===== config.mk =====
export PLATFORM = sky130hd
export DESIGN_NAME = keypad_scan
export DESIGN_NICKNAME = d
export VERILOG_FILES = /design/src/rtl/calc_pkg.sv /design/src/rtl/keypad_scan_sync_2ff.sv /design/src/rtl/keypad_scan.sv
export SDC_FILE = /design/constraint.sdc
export NUM_CORES = 1
export LEC_CHECK = 0
export CAP_MARGIN = 10
export CORE_AREA = 2 2 49 69
export CTS_BUF_LIST = sky130_fd_sc_hd__clkbuf_2 sky130_fd_sc_hd__clkbuf_4 sky130_fd_sc_hd__clkbuf_8
export DETAILED_ROUTE_END_ITERATION = 10
export DIE_AREA = 0 0 51 71
export GPL_TIMING_DRIVEN = 0
export PLACE_DENSITY = 0.76
export SLEW_MARGIN = 10
export SYNTH_ARGS = -nofsm -noshare
export SYNTH_HDL_FRONTEND = slang
export SYNTH_SLANG_ARGS = --single-unit

===== constraint.sdc =====
create_clock -name clock -period 3.1 [get_ports clock]
set_input_delay 0.62 -clock clock [delete_from_list [all_inputs] [get_ports clock]]
set_output_delay 0.62 -clock clock [all_outputs]
set_load 0.01 [all_outputs]

===== src/rtl/calc_pkg.sv =====
// -----------------------------------------------------------------------------
// calc_pkg
// Shared definitions for the calculator front end:
//   - 4-bit key codes produced by the keypad and consumed by calc_top.cmd
//   - the keypad scanner FSM state type
//   - keymap(): physical (row, column) position -> key code
//   - small helpers for decoding an active-low column sample
// -----------------------------------------------------------------------------
package calc_pkg;

    // Digit codes
    localparam logic [3:0] KEY_0 = 4'h0;
    localparam logic [3:0] KEY_1 = 4'h1;
    localparam logic [3:0] KEY_2 = 4'h2;
    localparam logic [3:0] KEY_3 = 4'h3;
    localparam logic [3:0] KEY_4 = 4'h4;
    localparam logic [3:0] KEY_5 = 4'h5;
    localparam logic [3:0] KEY_6 = 4'h6;
    localparam logic [3:0] KEY_7 = 4'h7;
    localparam logic [3:0] KEY_8 = 4'h8;
    localparam logic [3:0] KEY_9 = 4'h9;

    // Operator and control codes
    localparam logic [3:0] OP_ADD   = 4'hA;
    localparam logic [3:0] OP_SUB   = 4'hB;
    localparam logic [3:0] OP_MUL   = 4'hC;
    localparam logic [3:0] OP_D     = 4'hD;
    localparam logic [3:0] OP_EQ    = 4'hE;
    localparam logic [3:0] CMD_IDLE = 4'hF;

    // Keypad scanner states
    typedef enum logic [1:0] {
        SCAN     = 2'd0,
        DEBOUNCE = 2'd1,
        PRESSED  = 2'd2,
        RELEASE  = 2'd3
    } kp_state_e;

    // Physical key position to key code. Row 3 / column 3 maps to CMD_IDLE,
    // which is how the scanner recognises the reserved key.
    function automatic logic [3:0] keymap(input logic [1:0] row, input logic [1:0] col);
        logic [3:0] code;
        case ({row, col})
            4'h0:    code = KEY_1;
            4'h1:    code = KEY_2;
            4'h2:    code = KEY_3;
            4'h3:    code = OP_ADD;
            4'h4:    code = KEY_4;
            4'h5:    code = KEY_5;
            4'h6:    code = KEY_6;
            4'h7:    code = OP_SUB;
            4'h8:    code = KEY_7;
            4'h9:    code = KEY_8;
            4'hA:    code = KEY_9;
            4'hB:    code = OP_MUL;
            4'hC:    code = OP_D;
            4'hD:    code = KEY_0;
            4'hE:    code = OP_EQ;
            default: code = CMD_IDLE;
        endcase
        return code;
    endfunction

    // True when exactly one active-low column is asserted.
    function automatic logic single_low(input logic [3:0] cols_n);
        return ($countones(~cols_n) == 1);
    endfunction

    // Index of the (single) low column; only meaningful when single_low() holds.
    function automatic logic [1:0] col_index(input logic [3:0] cols_n);
        logic [1:0] idx;
        case (cols_n)
            4'b1110: idx = 2'd0;
            4'b1101: idx = 2'd1;
            4'b1011: idx = 2'd2;
            4'b0111: idx = 2'd3;
            default: idx = 2'd0;
        endcase
        return idx;
    endfunction

endpackage


===== src/rtl/keypad_scan_sync_2ff.sv =====
// -----------------------------------------------------------------------------
// sync_2ff
// Two-flop synchronizer for a bus of independent asynchronous level signals.
// Both stages reset to all-ones so that idle (pulled-up) lines read as
// inactive straight out of reset.
//   clk_i   : destination clock
//   rst_ni  : asynchronous active-low reset
//   d_i     : asynchronous input bus
//   q_o     : synchronized output bus (two clocks of latency)
// -----------------------------------------------------------------------------
module sync_2ff #(
    parameter int WIDTH = 4
) (
    input  logic             clk_i,
    input  logic             rst_ni,
    input  logic [WIDTH-1:0] d_i,
    output logic [WIDTH-1:0] q_o
);

    logic [WIDTH-1:0] meta_q;
    logic [WIDTH-1:0] sync_q;

    always_ff @(posedge clk_i or negedge rst_ni) begin
        if (!rst_ni) begin
            meta_q <= '1;
            sync_q <= '1;
        end else begin
            meta_q <= d_i;
            sync_q <= meta_q;
        end
    end

    assign q_o = sync_q;

endmodule


===== src/rtl/keypad_scan.sv =====
// -----------------------------------------------------------------------------
// keypad_scan
// 4x4 matrix keypad scanner with debounce, producing one key code per press
// for calc_top.
//   clock     : system clock, rising edge
//   reset     : asynchronous active-low reset
//   col_n     : column sense lines, active-low, asynchronous to clock
//   row_n     : row drive, one-hot active-low
//   cmd       : accepted key code, 4'hF when no key is held
//   cmd_valid : one-clock pulse when a new key is accepted
//   key_held  : high from acceptance until the release has been debounced
// Parameters:
//   SCAN_CYCLES     : clocks each row is driven before its columns are sampled (>= 3)
//   DEBOUNCE_CYCLES : consecutive identical samples to accept a press or release (>= 1)
// -----------------------------------------------------------------------------
module keypad_scan
    import calc_pkg::*;
#(
    parameter int SCAN_CYCLES     = 4,
    parameter int DEBOUNCE_CYCLES = 4
) (
    input  logic       clock,
    input  logic       reset,
    input  logic [3:0] col_n,
    output logic [3:0] row_n,
    output logic [3:0] cmd,
    output logic       cmd_valid,
    output logic       key_held
);

    localparam int SCW = (SCAN_CYCLES > 2) ? $clog2(SCAN_CYCLES) : 2;
    localparam int DBW = (DEBOUNCE_CYCLES > 1) ? $clog2(DEBOUNCE_CYCLES + 1) : 1;

    localparam logic [SCW-1:0] SCAN_LAST = SCW'(SCAN_CYCLES - 1);
    localparam logic [DBW-1:0] DEB_DONE  = DBW'(DEBOUNCE_CYCLES);

    // Synchronized column sample; the raw pins are never used directly.
    logic [3:0] col_s;

    sync_2ff #(
        .WIDTH (4)
    ) u_col_sync (
        .clk_i  (clock),
        .rst_ni (reset),
        .d_i    (col_n),
        .q_o    (col_s)
    );

    kp_state_e      state_q,     state_d;
    logic [1:0]     row_q,       row_d;
    logic [SCW-1:0] scan_cnt_q,  scan_cnt_d;
    logic [DBW-1:0] deb_cnt_q,   deb_cnt_d;
    logic [3:0]     pat_q,       pat_d;
    logic           reserved_q,  reserved_d;
    logic [3:0]     row_n_q,     row_n_d;
    logic [3:0]     cmd_q,       cmd_d;
    logic           cmd_valid_q, cmd_valid_d;
    logic           key_held_q,  key_held_d;

    logic [DBW-1:0] deb_inc;
    logic [3:0]     code;

    always_comb begin
        state_d     = state_q;
        row_d       = row_q;
        scan_cnt_d  = scan_cnt_q;
        deb_cnt_d   = deb_cnt_q;
        pat_d       = pat_q;
        reserved_d  = reserved_q;
        cmd_d       = cmd_q;
        cmd_valid_d = 1'b0;
        key_held_d  = key_held_q;
        deb_inc     = deb_cnt_q + DBW'(1);
        code        = keymap(row_q, col_index(pat_q));

        case (state_q)
            SCAN: begin
                if (scan_cnt_q == SCAN_LAST) begin
                    // End of the row dwell: the column lines have settled and
                    // passed the synchronizer, so this is the one valid sample.
                    scan_cnt_d = '0;
                    if (single_low(col_s)) begin
                        state_d   = DEBOUNCE;
                        pat_d     = col_s;
                        deb_cnt_d = '0;
                    end else begin
                        row_d = row_q + 2'd1;
                    end
                end else begin
                    scan_cnt_d = scan_cnt_q + SCW'(1);
                end
            end

            DEBOUNCE: begin
                if (col_s != pat_q) begin
                    // Bounce or a second key: give up on this row and move on.
                    state_d    = SCAN;
                    deb_cnt_d  = '0;
                    scan_cnt_d = '0;
                    row_d      = row_q + 2'd1;
                end else if (deb_inc == DEB_DONE) begin
                    deb_cnt_d = '0;
                    if (code == CMD_IDLE) begin
                        // Reserved key: swallow it and wait for it to be freed.
                        state_d    = RELEASE;
                        reserved_d = 1'b1;
                    end else begin
                        state_d     = PRESSED;
                        cmd_d       = code;
                        cmd_valid_d = 1'b1;
                        key_held_d  = 1'b1;
                    end
                end else begin
                    deb_cnt_d = deb_inc;
                end
            end

            PRESSED: begin
                // Only a full release matters here; extra keys are ignored.
                // The first all-high sample already counts toward the release.
                if (col_s == 4'hF) begin
                    if (DEBOUNCE_CYCLES <= 1) begin
                        state_d    = SCAN;
                        row_d      = 2'd0;
                        scan_cnt_d = '0;
                        deb_cnt_d  = '0;
                        cmd_d      = CMD_IDLE;
                        key_held_d = 1'b0;
                        reserved_d = 1'b0;
                    end else begin
                        state_d   = RELEASE;
                        deb_cnt_d = DBW'(1);
                    end
                end
            end

            RELEASE: begin
                if (col_s != 4'hF) begin
                    // Key came back: a normal key returns to PRESSED without a
                    // new pulse; the reserved key just restarts the count.
                    deb_cnt_d = '0;
                    if (!reserved_q) begin
                        state_d = PRESSED;
                    end
                end else if (deb_inc == DEB_DONE) begin
                    state_d    = SCAN;
                    row_d      = 2'd0;
                    scan_cnt_d = '0;
                    deb_cnt_d  = '0;
                    cmd_d      = CMD_IDLE;
                    key_held_d = 1'b0;
                    reserved_d = 1'b0;
                end else begin
                    deb_cnt_d = deb_inc;
                end
            end

            default: begin
                state_d    = SCAN;
                row_d      = 2'd0;
                scan_cnt_d = '0;
                deb_cnt_d  = '0;
            end
        endcase

        row_n_d = 4'b1111;
        row_n_d[row_d] = 1'b0;
    end

    always_ff @(posedge clock or negedge reset) begin
        if (!reset) begin
            state_q     <= SCAN;
            row_q       <= 2'd0;
            scan_cnt_q  <= '0;
            deb_cnt_q   <= '0;
            pat_q       <= 4'hF;
            reserved_q  <= 1'b0;
            row_n_q     <= 4'b1110;
            cmd_q       <= CMD_IDLE;
            cmd_valid_q <= 1'b0;
            key_held_q  <= 1'b0;
        end else begin
            state_q     <= state_d;
            row_q       <= row_d;
            scan_cnt_q  <= scan_cnt_d;
            deb_cnt_q   <= deb_cnt_d;
            pat_q       <= pat_d;
            reserved_q  <= reserved_d;
            row_n_q     <= row_n_d;
            cmd_q       <= cmd_d;
            cmd_valid_q <= cmd_valid_d;
            key_held_q  <= key_held_d;
        end
    end

    assign row_n     = row_n_q;
    assign cmd       = cmd_q;
    assign cmd_valid = cmd_valid_q;
    assign key_held  = key_held_q;

endmodule


==> flow_summary.json <==
{
  "status": "complete, no violations",
  "ant_nets": 0,
  "timing.critical_path.buf_inv": 1,
  "cts_resized": 0,
  "portBuffers": 15,
  "switchingPower_uw": 513.1,
  "power.share.combinational_pct": 37.5,
  "min_period_over_period_pct": 95.38,
  "maxCapViolCount": 0,
  "grt_pass1_vias": 1186,
  "crit_chain": "fa_1 > inv_1 > ha_1 > ha_1 > or3b_1 > or3b_1 > nor2_2 > mux2_2",
  "hold_path.class": "reg -> reg",
  "wl_um": 2861,
  "syn-cell-area_mm2": 0.001654,
  "dieArea_mm2": 0.003621,
  "relSlewSlack_pct": 54.84,
  "antenna_found_initial": 0,
  "place_congestion": 0.7889,
  "overflow": 0,
  "rsz0062_at_grt": "false",
  "totalNegativeSetupSlack_ps": 0,
  "fill_cells": 247,
  "fin_nets": 189,
  "htreeDepth": 2,
  "synth_edf_count": 0,
  "io_pins": 16,
  "antenna_cells": 0,
  "drc_errors": 0,
  "required_ps": 3300,
  "p_int_uw": 971.4,
  "initial_utilization_pct": 54.54,
  "synth.ff_latch_count": 32,
  "numCtsBuffers": 5,
  "min_period_ps": 2957,
  "clock_latency_ps": 280,
  "fmax_mhz": 338.2,
  "crit_fanout": 5,
  "ir_drop_mv": 0.4294,
  "hpwlAfterDp_um": 2178,
  "finClkSkew_ps": 5.528,
  "final-hold-violation-count": 0,
  "grt_max_degree": 33,
  "drt_iter0_markers": 20,
  "switching_share_pct": 34.56,
  "wire_per_inst_um": 13.56,
  "worstPathArrival_ps": 3160,
  "die_w_um": 51,
  "cts_hold_buf": 0,
  "p_clk_share_pct": 20.9,
  "cts_tree": "built",
  "crit_family": "simple AND/OR/NAND/NOR gates",
  "cts_root_buf": "clkbuf_8",
  "multi_input_area_um2": 765.7,
  "register_area_um2": 824.5,
  "path_clk_slew_ps": 60,
  "dieHeight_um": 71,
  "cp_slowest_cell": "dfstp_2",
  "grt_pass1_wl_um": 5112,
  "viasPerCell": 5.488,
  "max_stage_delay_ps": 590,
  "async_reset_ff_share_pct": 100.0,
  "path_class": "reg -> reg",
  "tightest_slew_ps": 677.4,
  "synth_flop_cell": "dfstp_2",
  "postSynthNetCount": 167,
  "clockBufferDepth": 2,
  "avgSynthCellArea_um2": 11.10,
  "syn_inst": 149,
  "post_cts_buffers": 0,
  "rows": 24,
  "finalSetupViolCount": 0,
  "yosys_warnings": 0,
  "drive_gt1_share_pct": 25.00,
  "finalMaxSlewViolations": 0,
  "cts_sinks": 32,
  "total_power_uw": 1484,
  "pwr-share-seq_pct": 41.6,
  "placeableCoreArea_mm2": 0.003033,
  "vias": 1158,
  "cp-start-kind": "flop",
  "setup.worst_path.end_class": "flop",
  "yosysSeqAreaShare_pct": 49.85,
  "dr.pass1.iters": 4,
  "synth.distinct_cells": 39,
  "power.density_mw_per_mm2": 766.4,
  "area_growth_syn_to_layout_pct": 17.10,
  "grt_use_total_pct": 18.87,
  "leakage_uw": 0.0008674
}
per-stage QoR:
step                      hold slack [ps]  worst slack (ps)  instance area, µm²  utilization (%)  std cells
after detailed placement            347.2             142.6                1848            60.93        203
after global placement              346.1             230.3                1853            61.10        203
after floorplan                     324.4             369.7                1654                -        149
final                               355.2             143.2                1937            63.86        211
after CTS                           356.6             120.0                1937            63.86        211
after global routing                363.3             16.01                1937            63.86        211
cells by family (layout without fill, tap and decap cells):
family	Yosys count	count (layout)	share of synthesized area, %
muxes	8	8	5.295
xor gates and xnor gates	7	7	3.707
buffers and inverters	16	39	3.858
adders and majority gates	12	12	9.531
AOI/OAI and AO/OA	28	28	12.41
and+or+nand+nor	46	46	15.36
DFF	32	32	49.85
worst paths after layout:
kind	slack (ps)	depth (start not counted)	startpoint	to
max	140	8	u_col_sync.q_o[3]	pat_q[1]
min	360	0	u_col_sync.meta_q[2]	u_col_sync.q_o[2]
max reg2reg	140	8	u_col_sync.q_o[3]	pat_q[1]
min reg2reg	360	0	u_col_sync.meta_q[2]	u_col_sync.q_o[2]
max in group asynchronous	2290	1	reset	state_q[0]
min in group asynchronous	380	1	reset	row_q[0]
synth_stat cells, types with 3 or more instances:
master | instances | area (µm²)
nand3_1 | 3 | 15.01
nand2b_1 | 3 | 18.77
nor3_1 | 4 | 20.02
nor2_1 | 10 | 37.54
o21ai_0 | 3 | 15.01
a32o_1 | 3 | 30.03
nand2_1 | 11 | 41.29
a22o_1 | 3 | 26.28
dfrtp_1 | 13 | 325.3
buf_2 | 3 | 15.01
a21oi_1 | 8 | 40.04
inv_1 | 13 | 48.80
xor2_1 | 6 | 52.55
and2_1 | 3 | 18.77
ha_1 | 11 | 137.6
and3_1 | 3 | 18.77
dfstp_2 | 19 | 499.2
mux2_2 | 6 | 67.56
layer usage:
metal	share of wire, %	GRT usage [%]	up-vias
met3	4.1	4.852	7
met1	40	20.76	553
met2	54	33.33	33
met4	2.2	8.408	0
met5	0	0	-
li1	-	-	565
power by group through the flow:
stage,Sequential [µW],Combinational (µW),Clock [µW]
floorplan,619,410,0
global placement,618,542,0
detailed placement,624,562,0
CTS,617,565,322
global route,634,628,341
finish,617,557,310
registers in the layout, indices dropped and copies added, names as in the netlist:
name	count
row_n	4
cmd_valid	1
scan_cnt_q	2
deb_cnt_q	3
key_held	1
state_q	2
reserved_q	1
pat_q	4
row_q	2
u_col_sync.q_o	4
u_col_sync.meta_q	4
cmd	4
worst reg2reg max path, delay by kind of cell, from the launching register on:
kind / cells / cell delay [ps]
DFF: 1 / 590
and+or+nand+nor: 3 / 1080
buffers and inverters: 1 / 70
muxes: 1 / 370
adders and majority gates: 3 / 780
cell usage in the layout, fill, tap and decap left out, drive strengths merged, types with 2 or more instances in the layout:
master and n:
inv 13, a22o 3, clkdlybuf4s50 14, dfstp 19, o31ai 2, nor3 4
buf 4, clkbuf 6, a21oi 8, a32o 4, nand3 4, ha 11
nor2 11, or3b 2, mux2 6, o21ai 3, nand2 11, and3 3
dfrtp 13, xor2 6, nand2b 3, and2 3, mux2i 2
layout make-up:
type | count | share of cell area (%)
sequential | 32 | 42.57
multi-input combinational | 101 | 39.53
timing repair buffer | 15 | 7.494
clock buffer | 6 | 3.941
inverter | 13 | 2.519
tap | 39 | 2.519
buffer | 3 | 0.7752
clock inverter | 2 | 0.6460
No activity file was read; power rests on OpenSTA's default activity.
